### src/rtl/mult_seq_ctrl.sv
// mult_seq_ctrl: control FSM for an N-bit signed shift-add multiplier.
// It issues one-cycle strobes to the datapath (A accumulator, B multiplier
// shift register, sign bit X). The datapath owns all data; this block only
// sequences it.
//
// Ports:
//   clk          system clock
//   reset        synchronous, active-high reset
//   run_i        synchronized run button (level); its rising edge starts an operation
//   clear_load_i clear A/X and load B; only honoured in IDLE
//   m_i          current LSB of multiplier register B
//   clr_a_o      clear A and X this cycle
//   ld_b_o       load B from switches this cycle
//   add_o        A <= A + S this cycle
//   sub_o        A <= A - S this cycle (sign-bit correction on the last iteration)
//   shift_o      arithmetic right shift of {X,A,B} this cycle
//   busy_o       high in CLR, ADD and SHIFT
//   done_o       high in HOLD
//   bit_cnt_o    current iteration index
module mult_seq_ctrl #(
    parameter int unsigned N_BITS = 8,
    parameter int unsigned CNT_W  = $clog2(N_BITS)
) (
    input  logic             clk,
    input  logic             reset,
    input  logic             run_i,
    input  logic             clear_load_i,
    input  logic             m_i,
    output logic             clr_a_o,
    output logic             ld_b_o,
    output logic             add_o,
    output logic             sub_o,
    output logic             shift_o,
    output logic             busy_o,
    output logic             done_o,
    output logic [CNT_W-1:0] bit_cnt_o
);

    localparam logic [CNT_W-1:0] LAST_BIT = CNT_W'(N_BITS - 1);

    typedef enum logic [2:0] {
        S_IDLE  = 3'd0,
        S_CLR   = 3'd1,
        S_ADD   = 3'd2,
        S_SHIFT = 3'd3,
        S_HOLD  = 3'd4
    } state_e;

    state_e           state_q, state_d;
    logic [CNT_W-1:0] bit_cnt_q, bit_cnt_d;
    logic             run_q;
    logic             start;
    logic             last_bit;

    // run_q resets to 1 so a button held through reset cannot start an operation.
    assign start    = run_i & ~run_q;
    assign last_bit = (bit_cnt_q == LAST_BIT);

    // Next-state, counter and strobe decode.
    always_comb begin
        state_d   = state_q;
        bit_cnt_d = bit_cnt_q;
        clr_a_o   = 1'b0;
        ld_b_o    = 1'b0;
        add_o     = 1'b0;
        sub_o     = 1'b0;
        shift_o   = 1'b0;
        busy_o    = 1'b0;
        done_o    = 1'b0;

        unique case (state_q)
            S_IDLE: begin
                // A start edge takes priority over a simultaneous clear/load.
                if (start) begin
                    state_d = S_CLR;
                end else if (clear_load_i) begin
                    clr_a_o = 1'b1;
                    ld_b_o  = 1'b1;
                end
            end
            S_CLR: begin
                clr_a_o   = 1'b1;
                busy_o    = 1'b1;
                bit_cnt_d = '0;
                state_d   = S_ADD;
            end
            S_ADD: begin
                busy_o = 1'b1;
                // The MSB of a two's-complement multiplier carries negative weight.
                if (m_i) begin
                    if (last_bit) begin
                        sub_o = 1'b1;
                    end else begin
                        add_o = 1'b1;
                    end
                end
                state_d = S_SHIFT;
            end
            S_SHIFT: begin
                busy_o  = 1'b1;
                shift_o = 1'b1;
                if (last_bit) begin
                    state_d = S_HOLD;
                end else begin
                    bit_cnt_d = bit_cnt_q + CNT_W'(1);
                    state_d   = S_ADD;
                end
            end
            S_HOLD: begin
                done_o = 1'b1;
                if (!run_i) begin
                    state_d = S_IDLE;
                end
            end
            default: begin
                state_d = S_IDLE;
            end
        endcase

        // Nothing reaches the datapath in a reset cycle; the operation is abandoned.
        if (reset) begin
            clr_a_o = 1'b0;
            ld_b_o  = 1'b0;
            add_o   = 1'b0;
            sub_o   = 1'b0;
            shift_o = 1'b0;
            busy_o  = 1'b0;
            done_o  = 1'b0;
        end
    end

    // State, iteration counter and run-edge history.
    always_ff @(posedge clk) begin
        if (reset) begin
            state_q   <= S_IDLE;
            bit_cnt_q <= '0;
            run_q     <= 1'b1;
        end else begin
            state_q   <= state_d;
            bit_cnt_q <= bit_cnt_d;
            run_q     <= run_i;
        end
    end

    assign bit_cnt_o = bit_cnt_q;

endmodule

### config.mk
export PLATFORM = sky130hd
export DESIGN_NAME = mult_seq_ctrl
export DESIGN_NICKNAME = d
export VERILOG_FILES = /design/src/rtl/mult_seq_ctrl.sv
export SDC_FILE = /design/constraint.sdc
export NUM_CORES = 1
export LEC_CHECK = 0
export ABC_AREA = 1
export ABC_CLOCK_PERIOD_IN_PS = 1400
export CORE_AREA = 2 2 39 41
export DETAILED_ROUTE_END_ITERATION = 12
export DIE_AREA = 0 0 41 43
export PLACE_DENSITY_LB_ADDON = 0.15
export SLEW_MARGIN = 20
export SYNTH_ARGS = -nofsm -noshare
export SYNTH_HDL_FRONTEND = slang
export SYNTH_SLANG_ARGS = --single-unit
### constraint.sdc
create_clock -name clk -period 1.4 [get_ports clk]
set_input_delay 0.28 -clock clk [delete_from_list [all_inputs] [get_ports clk]]
set_output_delay 0.28 -clock clk [all_outputs]
set_load 0.1 [all_outputs]
==> metrics.csv <==
stage,metric,value,unit
status,violated checks,setup timing,
yosys,main area contributors after synthesis,"dfxtp_1 35%, ha_1 9.3%, nand2_1 9.3%, nand3_1 7.5%, nor2_1 7.5%",
global_routing,initial antenna violation count,0,
placed_design,Placed Cells,98,
layout,Final Instance Area,0.001030,mm²
die,Ports,15,
yosys,register area share after synthesis,34.78,%
layout,Final nets,100,
routing,overall routed net length,1328,µm
routing,met2 wire len,726,µm
die,full die area,0.001763,mm²
layout,Area Overhead vs Synth,155.6,%
timing,Slew HR,82.05,%
routing,WL met3,61,µm
yosys,Post-synth top flop,dfxtp_1,
routing,Iteration-0 DRC Markers,12,
worst_setup_path,Critical R2R Capture,bit_cnt_o[1],
yosys,leading area contributor after synthesis,dfxtp_1,
power,total chip power,0.0007783,W
yosys,Syn Inst Count,58,
yosys,Synth top cells by count,"10 x nand2_1, 8 x nor2_1, 7 x dfxtp_1",
worst_setup_path,CP Launch Type,flip-flop,
routing,DRC Markers,0,
placed_design,DP Wirelength,883.7,µm
layout,fin cells,107,
routing,via count,514,
yosys,Post-synth EDFFs,0,
placed_design,RePlAce Congestion,0.7489,
routing,ANT nets after route,0,
placed_design,port bufs,14,
global_routing,Global Route Usage Sum,20.00,%
routing,wl on met1,531,µm
worst_setup_path,crit path kind,reg2out,
layout,ratio of cells with drive above 1 in the final layout,65.93,%
worst_setup_path,Critical Path AT,1.37,ns
timing,Worst Max-Slew Pin Slew,0.2673,ns
cts,root buf cell,clkbuf_4,
cts,# hold bufs at CTS,0,
routing,uppermost layer routed,met4,
worst_setup_path,"Req. time, crit path",1.12,ns
global_routing,grt ovf,0,
timing,Fin. Hold Viols,0,
worst_setup_path,Worst setup EP type,primary output,
worst_hold_path,min-delay worst type,in2reg,
die,FP Rows,14,
die,Core Area,0.001384,mm²
cts,clock sinks,7,
timing,period utilization,118.1,%
global_routing,pin count of the biggest net entering global routing,8,
cts,"Reg clk slew, reported paths",0.06,ns
worst_setup_path,Worst Setup SP,bit_cnt_o[1],
status,outcome,finished with violations,
routing,Pre-Repair DR Iteration Count,4,
global_routing,vias in the first global route,516,
global_routing,first-pass GRT wire length,2373,µm
yosys,Synth Cell Area,402.9,µm²
worst_setup_path,crit path to,add_o,
power,power per cell area,755.8,mW/mm²
flow_run,# Max-Cap Violations,0,
timing,RSZ-0062 raised after global routing,yes,
routing,WL per Instance,12.41,µm
yosys,YS warnings,0,
cts,H-tree levels,1,
cts,Clock Latency Late Sink,0.26,ns
timing,clk_skew,0.007766,ns
power,Lkg Pwr,0.4215,nW
timing,Final setup viols,7,
cts,CTS buffer count,3,
cts,CTS tree,built,
timing,post-route minimum period,1.653,ns
yosys,Synth Register Bits,7,
yosys,Syn Nets,66,
yosys,post-synthesis async set-or-reset flop share,0,%
die,Die W,41,µm
layout,# diodes,0,
die,die height,43,µm
layout,Util after Layout,74.41,%
yosys,most frequent cell after synthesis,nand2_1,
timing,final worst setup slack,-0.2530,ns
placed_design,Setup WS pre-CTS,-0.3020,ns
power,peak supply drop,0.4344,mV
worst_setup_path,reg-to-reg startpoint,bit_cnt_o[1],
worst_setup_path,"Max FO, Critical Path",2,
yosys,synthesized area per cell,6.946,µm²
yosys,post-synth top area share,34.78,%
cts,maximum clock path buffer count,2,
routing,vias per cell,4.804,
placed_design,dpl cell area,905.9,µm²
timing,max frequency,604.9,MHz
worst_setup_path,worst reg-to-reg path cell count,6,
yosys,library cells used by synthesis,16,
timing,Slew Limit Fails,0,
layout,FILL cells,100,
worst_setup_path,R2R setup slack,0.28,ns
die,starting density of the core,29.11,%
## layer usage
layer / GRT usage [%] / vias to the layer above
met5: 0 / -
met3: 4.712 / 2
li1: - / 260
met2: 30.94 / 14
met1: 25.48 / 238
met4: 8.000 / 0
## timing repair
| item | 4_1_cts | 5_1_grt |
|---|---|---|
| gates cloned | 1 | 0 |
| resized for setup | 18 | 0 |
| pin swaps | 4 | 0 |
| setup endpoints to repair | 7 | 7 |
| buffers inserted | 4 | 0 |
## sequential cells by signal, summed over array words and instances (netlist names)
signal and cells:
bit_cnt_o 3, state_q 3, run_q 1
## cells by family after synthesis
kind of cell    share of synthesized area, %
fa+ha+maj                              9.318
flops                                  34.78
simple gates                           43.17
buf+inv                                7.761
compound gates                         4.969
## final cells by class
cell class	count	area (µm²)	share of cell area (%)
clock buffers	4	26.28	2.552
inverters	6	30.03	2.916
well taps	16	20.02	1.944
repair buffers	31	410.4	39.85
flip-flops and latches	7	160.2	15.55
multi-input cells	43	382.9	37.18
## critical path, stage by stage (launching register included)
cell and delay, ns:
dfxtp_4 0.35, ha_4 0.16, ha_2 0.19, nor4_4 0.19, buf_12 0.21
## layout by cell type (no fill, tap or decap), drive strengths merged
| cell | instances |
|---|---|
| nor2 | 10 |
| inv | 6 |
| clkbuf | 4 |
| a21oi | 4 |
| nand4 | 1 |
| nor3 | 3 |
| clkdlybuf4s50 | 2 |
| bufbuf | 1 |
| ha | 3 |
| nor4 | 4 |
| dfxtp | 7 |
| nand3 | 6 |
| dlygate4sd2 | 1 |
| nand2 | 11 |
| buf | 27 |
| or2 | 1 |
## worst min path at each step
stage | from | endpoint | cells after the start | slack (ns)
after floorplan | reset | state_q[1] | 1 | 0.35
after global placement | bit_cnt_o[2] | bit_cnt_o[2] | 2 | 0.52
after detailed placement | bit_cnt_o[2] | bit_cnt_o[2] | 2 | 0.52
after CTS | run_i | run_q | 3 | 0.48
after global routing | reset | state_q[1] | 3 | 0.49
final | run_i | run_q | 3 | 0.48
## report_power, final
part,switching (W),total [W],internal (W)
logic,0.000203,0.000359,0.000156
registers,0.0000185,0.000225,0.000206
clock network,0.0000850,0.000194,0.000109
## metrics by stage
| step | TNS (ns) | hold WS [ns] |
|---|---|---|
| 6_report | -1.251 | 0.4768 |
| 5_1_grt | -1.715 | 0.4878 |
| 4_1_cts | -1.276 | 0.4758 |
| 3_5_place_dp | -1.685 | 0.5239 |
| 3_3_place_gp | -1.635 | 0.5196 |
| 2_1_floorplan | -2.530 | 0.3488 |
Power figures use the tool's default switching activity.
